`config.mk`:
```
export PLATFORM = sky130hd
export DESIGN_NAME = uart_tx_arbiter
export DESIGN_NICKNAME = d
export VERILOG_FILES = /design/src/rtl/uart_pkg.sv /design/src/rtl/uart_rr_pick.sv /design/src/rtl/uart_tx_arbiter.sv
export SDC_FILE = /design/constraint.sdc
export NUM_CORES = 1
export LEC_CHECK = 0
export CAP_MARGIN = 0
export CORE_ASPECT_RATIO = 1.4
export CORE_MARGIN = 2
export CORE_UTILIZATION = 44
export DETAILED_ROUTE_END_ITERATION = 10
export MAX_ROUTING_LAYER = met4
export PLACE_DENSITY = 0.76
export SYNTH_ARGS = -nofsm -noshare
export SYNTH_HDL_FRONTEND = slang
export SYNTH_SLANG_ARGS = --single-unit
export TNS_END_PERCENT = 30
```
`constraint.sdc`:
```
create_clock -name clk -period 1.7 [get_ports clk]
set_input_delay 0.34 -clock clk [delete_from_list [all_inputs] [get_ports clk]]
set_output_delay 0.34 -clock clk [all_outputs]
set_load 0.02 [all_outputs]
```
`src/rtl/uart_pkg.sv`:
```
// Shared types and constants for the UART transmit arbiter slice.
package uart_pkg;

   localparam int UART_DATA_W = 8;

   typedef enum logic [1:0] {
      ARB_IDLE = 2'd0,
      ARB_SEND = 2'd1,
      ARB_LOCK = 2'd2
   } arb_state_t;

   // Increment with explicit wrap so non-power-of-two requester counts work.
   function automatic int wrap_inc(input int idx, input int n);
      return (idx + 1 >= n) ? 0 : idx + 1;
   endfunction

endpackage

```
`src/rtl/uart_rr_pick.sv`:
```
// Rotated priority encoder: first asserted request at or above ptr, wrapping.
module uart_rr_pick #(
   parameter int NUM_REQ = 2,
   parameter int IDX_W   = $clog2(NUM_REQ)
) (
   input  logic [NUM_REQ-1:0] req,
   input  logic [IDX_W-1:0]   ptr,
   output logic               hit,
   output logic [IDX_W-1:0]   idx
);

   function automatic int rot(input int k);
      int s;
      s = int'(ptr) + k;
      return (s >= NUM_REQ) ? s - NUM_REQ : s;
   endfunction

   // Scanning offsets from highest to lowest lets the closest hit win.
   always_comb begin
      hit = 1'b0;
      idx = '0;
      for (int k = NUM_REQ - 1; k >= 0; k--) begin
         for (int j = 0; j < NUM_REQ; j++) begin
            if (req[j] && (j == rot(k))) begin
               hit = 1'b1;
               idx = IDX_W'(j);
            end
         end
      end
   end

endmodule

```
`src/rtl/uart_tx_arbiter.sv`:
```
// Round-robin, message-locking arbiter sharing one tx_uart between requesters.
//   state    | meaning
//   ARB_IDLE | no owner; search requests from rr_ptr upward
//   ARB_SEND | latched byte on uart_valid/uart_data, waiting for uart_ready
//   ARB_LOCK | message open; only the owner may send, idle timer running
module uart_tx_arbiter
   import uart_pkg::*;
#(
   parameter int NUM_REQ      = 2,
   parameter int LOCK_TIMEOUT = 1024,
   parameter int IDX_W        = $clog2(NUM_REQ)
) (
   input  logic                           clk,
   input  logic                           resetn,
   input  logic [NUM_REQ-1:0]             req_valid,
   input  logic [NUM_REQ*UART_DATA_W-1:0] req_data,
   input  logic [NUM_REQ-1:0]             req_last,
   output logic [NUM_REQ-1:0]             req_ready,
   output logic                           uart_valid,
   output logic [UART_DATA_W-1:0]         uart_data,
   input  logic                           uart_ready,
   output logic [IDX_W-1:0]               grant_idx,
   output logic                           locked
);

   localparam int TMR_W = (LOCK_TIMEOUT > 0) ? $clog2(LOCK_TIMEOUT + 1) : 1;
   localparam logic [TMR_W-1:0] TMR_LOAD = (LOCK_TIMEOUT > 0) ? TMR_W'(LOCK_TIMEOUT - 1) : '0;

   arb_state_t             state_q, state_d;
   logic                   uart_valid_q, uart_valid_d;
   logic [UART_DATA_W-1:0] data_q, data_d;
   logic                   last_q, last_d;
   logic [IDX_W-1:0]       grant_q, grant_d;
   logic                   locked_q, locked_d;
   logic [IDX_W-1:0]       rr_ptr_q, rr_ptr_d;
   logic [TMR_W-1:0]       tmr_q, tmr_d;

   logic                   pick_hit;
   logic [IDX_W-1:0]       pick_idx;
   logic [IDX_W-1:0]       sel;
   logic [UART_DATA_W-1:0] sel_data;
   logic                   sel_last;
   logic                   owner_valid;
   logic [IDX_W-1:0]       ptr_after_owner;

   uart_rr_pick #(
      .NUM_REQ (NUM_REQ),
      .IDX_W   (IDX_W)
   ) u_pick (
      .req (req_valid),
      .ptr (rr_ptr_q),
      .hit (pick_hit),
      .idx (pick_idx)
   );

   assign sel             = (state_q == ARB_LOCK) ? grant_q : pick_idx;
   assign ptr_after_owner = IDX_W'(wrap_inc(int'(grant_q), NUM_REQ));

   always_comb begin
      sel_data    = '0;
      sel_last    = 1'b0;
      owner_valid = 1'b0;
      for (int i = 0; i < NUM_REQ; i++) begin
         if (IDX_W'(i) == sel) begin
            sel_data = req_data[i*UART_DATA_W +: UART_DATA_W];
            sel_last = req_last[i];
         end
         if (IDX_W'(i) == grant_q) begin
            owner_valid = req_valid[i];
         end
      end
   end

   // Completion is returned in the same cycle the transmitter reports it.
   always_comb begin
      req_ready = '0;
      for (int i = 0; i < NUM_REQ; i++) begin
         req_ready[i] = (state_q == ARB_SEND) && uart_ready && (IDX_W'(i) == grant_q);
      end
   end

   always_comb begin
      state_d      = state_q;
      uart_valid_d = uart_valid_q;
      data_d       = data_q;
      last_d       = last_q;
      grant_d      = grant_q;
      locked_d     = locked_q;
      rr_ptr_d     = rr_ptr_q;
      tmr_d        = tmr_q;
      case (state_q)
         ARB_IDLE: begin
            if (pick_hit) begin
               data_d       = sel_data;
               last_d       = sel_last;
               grant_d      = pick_idx;
               uart_valid_d = 1'b1;
               state_d      = ARB_SEND;
            end
         end
         ARB_SEND: begin
            if (uart_ready) begin
               uart_valid_d = 1'b0;
               if (last_q || (LOCK_TIMEOUT == 0)) begin
                  rr_ptr_d = ptr_after_owner;
                  locked_d = 1'b0;
                  state_d  = ARB_IDLE;
               end else begin
                  locked_d = 1'b1;
                  tmr_d    = TMR_LOAD;
                  state_d  = ARB_LOCK;
               end
            end
         end
         ARB_LOCK: begin
            // The owner's byte takes priority over an expiring timer.
            if (owner_valid) begin
               data_d       = sel_data;
               last_d       = sel_last;
               uart_valid_d = 1'b1;
               state_d      = ARB_SEND;
            end else if (tmr_q <= TMR_W'(1)) begin
               locked_d = 1'b0;
               rr_ptr_d = ptr_after_owner;
               state_d  = ARB_IDLE;
            end else begin
               tmr_d = tmr_q - TMR_W'(1);
            end
         end
         default: begin
            uart_valid_d = 1'b0;
            locked_d     = 1'b0;
            state_d      = ARB_IDLE;
         end
      endcase
   end

   always_ff @(posedge clk or negedge resetn) begin
      if (!resetn) begin
         state_q      <= ARB_IDLE;
         uart_valid_q <= 1'b0;
         data_q       <= '0;
         last_q       <= 1'b0;
         grant_q      <= '0;
         locked_q     <= 1'b0;
         rr_ptr_q     <= '0;
         tmr_q        <= '0;
      end else begin
         state_q      <= state_d;
         uart_valid_q <= uart_valid_d;
         data_q       <= data_d;
         last_q       <= last_d;
         grant_q      <= grant_d;
         locked_q     <= locked_d;
         rr_ptr_q     <= rr_ptr_d;
         tmr_q        <= tmr_d;
      end
   end

   assign uart_valid = uart_valid_q;
   assign uart_data  = data_q;
   assign grant_idx  = grant_q;
   assign locked     = locked_q;

endmodule

```
==> results of run 1 <==
[worst max-delay path: stages]
cell             delay, ns
clkdlybuf4s50_1       0.51
and3b_2               0.21
and2_1                0.12
buf_2                 0.16
[power groups by stage]
stage | combinational, mW | clock (mW) | sequential (mW)
floorplan | 0.742 | 0 | 1.24
global placement | 1.57 | 0 | 1.10
detailed placement | 1.63 | 0 | 1.12
CTS | 1.62 | 0.412 | 1.11
global route | 1.92 | 0.435 | 1.16
finish | 1.78 | 0.404 | 1.13
[synthesized netlist by cell type, types with 3 or more instances]
| cell type | number |
|---|---|
| dfrtp_1 | 26 |
| nor2b_1 | 3 |
| nor3_1 | 4 |
| nor2_1 | 17 |
| nand2b_1 | 3 |
| a31oi_1 | 7 |
| o31a_1 | 3 |
| a311oi_1 | 4 |
| mux2i_1 | 10 |
| nand2_1 | 5 |
| buf_2 | 3 |
| inv_1 | 6 |
| a211oi_1 | 5 |
| a21oi_1 | 14 |
[cell type report]
| type | instances | area [µm²] | share of cell area (%) |
|---|---|---|---|
| Multi-Input combinational cell | 112 | 811 | 36.2 |
| Sequential cell | 26 | 653 | 29.2 |
| Timing Repair Buffer | 69 | 646 | 28.9 |
| Clock buffer | 4 | 55.1 | 2.46 |
| Tap cell | 40 | 50.0 | 2.24 |
| Inverter | 6 | 22.5 | 1.01 |
[path summary, 6_finish.rpt]
kind	endpoint	slack, ns	cells after the start
min	uart_data[3]$_DFFE_PN0P_	0.42	2
max	req_ready[1]	0.02	4
max reg2reg	uart_data[1]$_DFFE_PN0P_	0.03	8
min in group clk	uart_data[5]$_DFFE_PN0P_	0.53	2
min reg2reg	uart_data[5]$_DFFE_PN0P_	0.53	2
max in group asynchronous	tmr_q[1]$_DFFE_PN0P_	1.00	2
[sequential cells by signal (all words and copies together), names as in the netlist]
| name | cells |
|---|---|
| tmr_q | 11 |
| uart_data | 8 |
| state_q | 2 |
| grant_idx | 1 |
| last_q | 1 |
| locked | 1 |
| rr_ptr_q | 1 |
| uart_valid | 1 |
[through the flow]
step / area (µm²) / setup slack, ns / total power [mW] / instances / utilization, %
3_3_place_gp: 2110 / -0.372 / 2.67 / 250 / 62.9
2_1_floorplan: 1510 / 0.0143 / 1.98 / 151 / -
3_5_place_dp: 2110 / -0.395 / 2.75 / 250 / 62.9
4_1_cts: 2160 / -0.0226 / 3.14 / 254 / 64.4
5_1_grt: 2240 / -0.0482 / 3.51 / 257 / 66.8
6_report: 2240 / 0.0162 / 3.31 / 257 / 66.8
[repair_timing]
action	CTS	global route
endpoints found under the setup margin	3	17
gates resized for setup	9	10
gates cloned	0	2
pin swaps	0	1
buffers inserted	0	1
[routing by layer]
metal  wire (µm)  vias up  part of all wire [%]  global-route usage [%]
met3         141        6                   3.4                    2.85
met2        2320       40                    57                    40.7
met5           0        -                     0                       -
li1            -      699                     -                       -
met1        1580      722                    39                    25.1
met4          51        0                   1.2                    9.97
[logic make-up (layout without fill, tap and decap cells)]
family,count (synthesis),count (layout)
AND/OR/NAND/NOR,54,54
AO/OA/AOI/OAI,45,45
flip-flops,26,26
buffers and inverters,13,79
multiplexers,11,11
adder cells (fa/ha/maj),2,2
==> reports/qor.csv, run 1 <==
stage;metric;value;unit
run_status;outcome;finished clean;
grt;grt.overflow.total;0;
final_layout;fin_nets;243;
placement;port_buffers;35;
drt;drc;0;
sta;skew;0.0119;ns
worst_setup_path;r2r_start;grant_idx$_DFFE_PN0P_;
clock_network;hold_buffers;0;
clock_network;root_buffer;clkbuf_8;
worst_setup_path;cp.arrival;1.34;ns
sta;finalMaxSlewViolations;0;
die;rows;25;
synthesis;syn_inst;151;
worst_setup_path;cp-startpoint;uart_ready;
drt;drt_wl_total;4100;µm
synthesis;netlist_area;1510;µm²
pwr;p_sw;1.30;mW
synthesis;synth-async-reset-ratio;100;%
drt;first_iter_violations;31;
synthesis;synth_area_per_cell;10.0;µm²
pwr;switching_share;39.2;%
worst_setup_path;critPathCaptureType;output port;
pwr;cellLeakagePower;0.953;nW
clock_network;cts_tree;done;
final_layout;fill_cells;241;
grt;grt_pass1_wl;6610;µm
grt;grt_max_degree;27;
drt;vias;1467;
sta;whs;0.423;ns
synthesis;synth_cell_types;44;
sta;min_period;1.68;ns
worst_setup_path;worst_setup_path_start_kind;primary input;
die;die_w;53.6;µm
clock_network;worstSkewPairLatency;0.27;ns
synthesis;synth_adder_area_share;1.65;%
sta;rsz0062_at_grt;true;
clock_network;htreeDepth;1;
clock_network;numCtsBuffers;3;
clock_network;cts_buffer_depth;2;
drt;vias_per_cell;5.71;
placement;routabilityCongestion;0.874;
pwr;clockPowerShare;12.2;%
die;coreArea;3350;µm²
worst_setup_path;critPathRequiredTime;1.36;ns
pwr;seq_power_share;34.1;%
synthesis;synth_compound_area_share;20.9;%
synthesis;synth_top_family_by_area;simple AND/OR/NAND/NOR gates;
sta;fmax;594;MHz
synthesis;synth_edf_count;0;
sta;final_hold_viol_count;0;
final_layout;drive_gt1_share;26.7;%
grt;grtUsageTotal;23.0;%
die;die_area;3930;µm²
pwr;comb_power_share;53.7;%
clock_network;clk_pin_slew;0.10;ns
pwr;ir_worst_vdd;0.984;mV
drt;wl_per_cell;15.9;µm
worst_setup_path;worst-path-max-fanout;3;
final_layout;syn_to_final_growth;47.9;%
run;maxCapViolCount;0;
die;fp.dieH;73.4;µm
synthesis;netlist.area_leader.share;43.0;%
synthesis;yosys.area_share.simple;21.9;%
synthesis;synthFlopType;dfrtp_1;
placement;dp_hpwl;3040;µm
sta;tightest_slew;0.380;ns
synthesis;syn_nets;176;
grt;grt_pass1_vias;1555;
pwr;power_density;1480;nW/µm²
drt;first_pass_iters;4;
die;io_pins;36;
synthesis;yosys_warnings;0;
die;start_util;45.2;%
synthesis;ys_ff_latch;26;
synthesis;yosysTopAreaCell;dfrtp_1;
sta;tns;0;ns
min_path;hold_path_class;primary input to async pin;
final_layout;n_antenna_cell;0;
worst_setup_path;crit_type;primary input to output port;
grt;antenna_found_initial;0;
final_layout;final_common_cell;clkdlybuf4s50_1;
clock_network;clock-sinks;26;
sta;setup_viol_count_final;0;
pwr;internal_power;2.01;mW
synthesis;synth_mux_area_share;7.53;%
synthesis;synthXorXnorAreaFrac;0;%
synthesis;seq_area_frac_synth;43.0;%
sta;fin_crit_sh;99.0;%
final_layout;layout_common_cells;32 x clkdlybuf4s50_1, 30 x buf_4, 24 x dfrtp_1;
sta;relSlewSlack;74.5;%
synthesis;ys_top_cells_by_area;dfrtp_1 43%, mux2i_1 6.6%, a21oi_1 4.6%;
drt;ant_nets;0;
Note: power is estimated with default switching activity, not from simulation.
==> run 2, diff against run 1 <==
--- a/config.mk
+++ b/config.mk
@@ -10,6 +10,7 @@
 export CORE_MARGIN = 2
 export CORE_UTILIZATION = 44
 export DETAILED_ROUTE_END_ITERATION = 10
+export GPL_TIMING_DRIVEN = 0
 export MAX_ROUTING_LAYER = met4
 export PLACE_DENSITY = 0.76
 export SYNTH_ARGS = -nofsm -noshare
==> reports/qor.csv, run 2 (same netlist as run 1, synthesis figures left out) <==
stage;metric;value;unit;change
clock_network;clock-sinks;26;;unchanged
final_layout;n_antenna_cell;0;;unchanged
placement;port_buffers;35;;unchanged
placement;place_inst;226;;-9.6%
final_layout;final_common_cell;clkdlybuf4s50_1;;
pwr;clockPowerShare;12.3;%;about the same
sta;skew;0.00544;ns;-0.00649 ns
die;die_w;53.6;µm;unchanged
sta;fmax;595;MHz;+0.21%
grt;grt.overflow.total;0;;unchanged
worst_setup_path;worst_setup_path_start_kind;register;;
die;die_area;3930;µm²;unchanged
grt;grt_max_degree;27;;unchanged
pwr;p_sw;1.37;mW;+5.4%
grt;grt_pass1_vias;1457;;-6.3%
worst_setup_path;slowest_stage;dfrtp_1;;
die;fp.dieH;73.4;µm;unchanged
drt;drt_wl_total;4280;µm;+4.4%
worst_setup_path;cp_num_cells;4;;unchanged
worst_setup_path;cp_num_buf_inv;2;;unchanged
drt;wl_per_cell;17.0;µm;+6.9%
worst_setup_path;crit_family;flip-flops;;
drt;drc;0;;unchanged
worst_setup_path;critPathRequiredTime;1.36;ns;about the same
min_path;hold_path_class;primary input to async pin;;
final_layout;fill_cells;258;;+7.1%
final_layout;syn_to_final_growth;47.1;%;
pwr;cellLeakagePower;0.958;nW;+0.60%
sta;fin_crit_sh;98.8;%;-0.21 points
pwr;seq_power_share;35.7;%;+1.6 points
drt;first_pass_iters;4;;unchanged
pwr;switching_share;40.8;%;+1.6 points
worst_setup_path;reg2reg_to;rr_ptr_q$_DFFE_PN0P_;;
clock_network;root_buffer;clkbuf_8;;
pwr;ir_worst_vdd;1.11;mV;+12%
pwr;comb_power_share;52.0;%;-1.7 points
final_layout;drive_gt1_share;28.0;%;+1.2 points
sta;whs;0.299;ns;-0.124 ns
pwr;internal_power;1.98;mW;-1.4%
final_layout;layout_common_cells;30 x clkdlybuf4s50_1, 23 x dfrtp_1, 20 x buf_4;;
sta;tightest_slew;1.19;ns;+0.806 ns
placement;dp_hpwl;2820;µm;-7.3%
grt;grt_pass1_wl;6570;µm;-0.64%
worst_setup_path;path_common_cell;buf_6;;
die;rows;25;;unchanged
worst_setup_path;cp.arrival;1.34;ns;about the same
worst_setup_path;path_cells;buf_6, and3b_2, and2_4, buf_6;;
worst_setup_path;reg2regPathDepth;5;;-3
sta;min_period;1.68;ns;-0.00360 ns
worst_setup_path;worst-path-max-fanout;5;;+2
final_layout;stdcell_count;251;;-2.3%
drt;first_iter_violations;43;;+39%
sta;final_hold_viol_count;0;;unchanged
worst_setup_path;critPathCaptureType;output port;;
clock_network;htreeDepth;1;;unchanged
die;io_pins;36;;unchanged
clock_network;cts_buffer_depth;2;;unchanged
drt;vias;1457;;-0.68%
placement;routabilityCongestion;0.820;;-6.2%
worst_setup_path;cp-startpoint;state_q[0]$_DFFE_PN0P_;;
final_layout;largest_register;tmr_q;;
worst_setup_path;slowest_delay;0.43;ns;-0.08 ns
sta;setup_viol_count_final;0;;unchanged
worst_setup_path;rrSetupSlack;0.04;ns;about the same
clock_network;numCtsBuffers;3;;unchanged
drt;ant_nets;0;;unchanged
run_status;outcome;finished clean;;
clock_network;clk_pin_slew;0.10;ns;about the same
clock_network;worstSkewPairLatency;0.27;ns;about the same
sta;rsz0062_at_grt;true;;
drt;vias_per_cell;5.80;;+1.7%
worst_setup_path;r2r_start;tmr_q[3]$_DFFE_PN0P_;;
sta;relSlewSlack;20.8;%;-54 points
pwr;power_density;1500;nW/µm²;+1.8%
grt;antenna_found_initial;0;;unchanged
sta;finalMaxSlewViolations;0;;unchanged
grt;grtUsageTotal;22.9;%;-0.096 points
worst_setup_path;crit_type;register to output port;;
final_layout;fin_nets;237;;-2.5%
run;maxCapViolCount;0;;unchanged
die;start_util;45.2;%;unchanged
die;coreArea;3350;µm²;unchanged
final_layout;largest_reg_flops;11;;unchanged
clock_network;hold_buffers;0;;unchanged
clock_network;cts_tree;done;;
run 2: per-stage QoR:
stage                     cell area, µm²  util [%]  power, mW  TNS [ns]  setup WS (ns)
after floorplan                     1510         -       1.98         0         0.0143
after global placement              1910      57.2       2.49     -9.22         -0.386
after detailed placement            1910      57.2       2.55    -11.34         -0.436
after CTS                           2000      59.9       3.00   -0.0205        -0.0147
after global routing                2230      66.5       3.55    -0.176        -0.0567
final                               2230      66.5       3.35         0         0.0198
run 2: how the worst max path moves through the flow:
stage,endpoint
2_1_floorplan,tmr_q[6]$_DFFE_PN0P_
3_3_place_gp,tmr_q[10]$_DFFE_PN0P_
3_5_place_dp,tmr_q[10]$_DFFE_PN0P_
4_1_cts,req_ready[1]
5_1_grt,rr_ptr_q$_DFFE_PN0P_
6_report,req_ready[1]
run 2: final cells by class:
cell class | instances | area [µm²] | area share, %
Inverter | 6 | 22.5 | 1.01
Tap cell | 40 | 50.0 | 2.25
Timing Repair Buffer | 56 | 503 | 22.6
Clock buffer | 4 | 55.1 | 2.47
Buffer | 7 | 65.1 | 2.92
Multi-Input combinational cell | 112 | 876 | 39.3
Sequential cell | 26 | 654 | 29.4
run 2: per-layer routing:
metal,vias to the layer above,share of wire (%),GRT usage [%]
met3,6,4.9,3.05
li1,689,-,-
met5,-,0,-
met1,706,39,27.6
met4,0,1.2,6.84
met2,56,55,39.2
run 2: worst reg2reg max path: stages, from the launching register on:
cell and delay [ns]:
dfrtp_1 0.45, nor3_4 0.36, buf_4 0.19, nand3_1 0.10
a21oi_1 0.25, mux2i_1 0.24
run 2: power by group through the flow:
stage | registers, mW | clock network, mW | logic [mW]
6_report | 1.20 | 0.411 | 1.74
2_1_floorplan | 1.24 | 0 | 0.742
3_3_place_gp | 1.13 | 0 | 1.36
4_1_cts | 1.15 | 0.410 | 1.44
5_1_grt | 1.23 | 0.441 | 1.88
3_5_place_dp | 1.15 | 0 | 1.40
run 2: what timing repair did:
action / CTS / global route
pin swaps: 2 / 2
endpoints found under the setup margin: 19 / 23
cloned: 0 / 2
gates resized for setup: 17 / 23
endpoints found under the hold margin: 0 / 0
setup buffers: 3 / 16
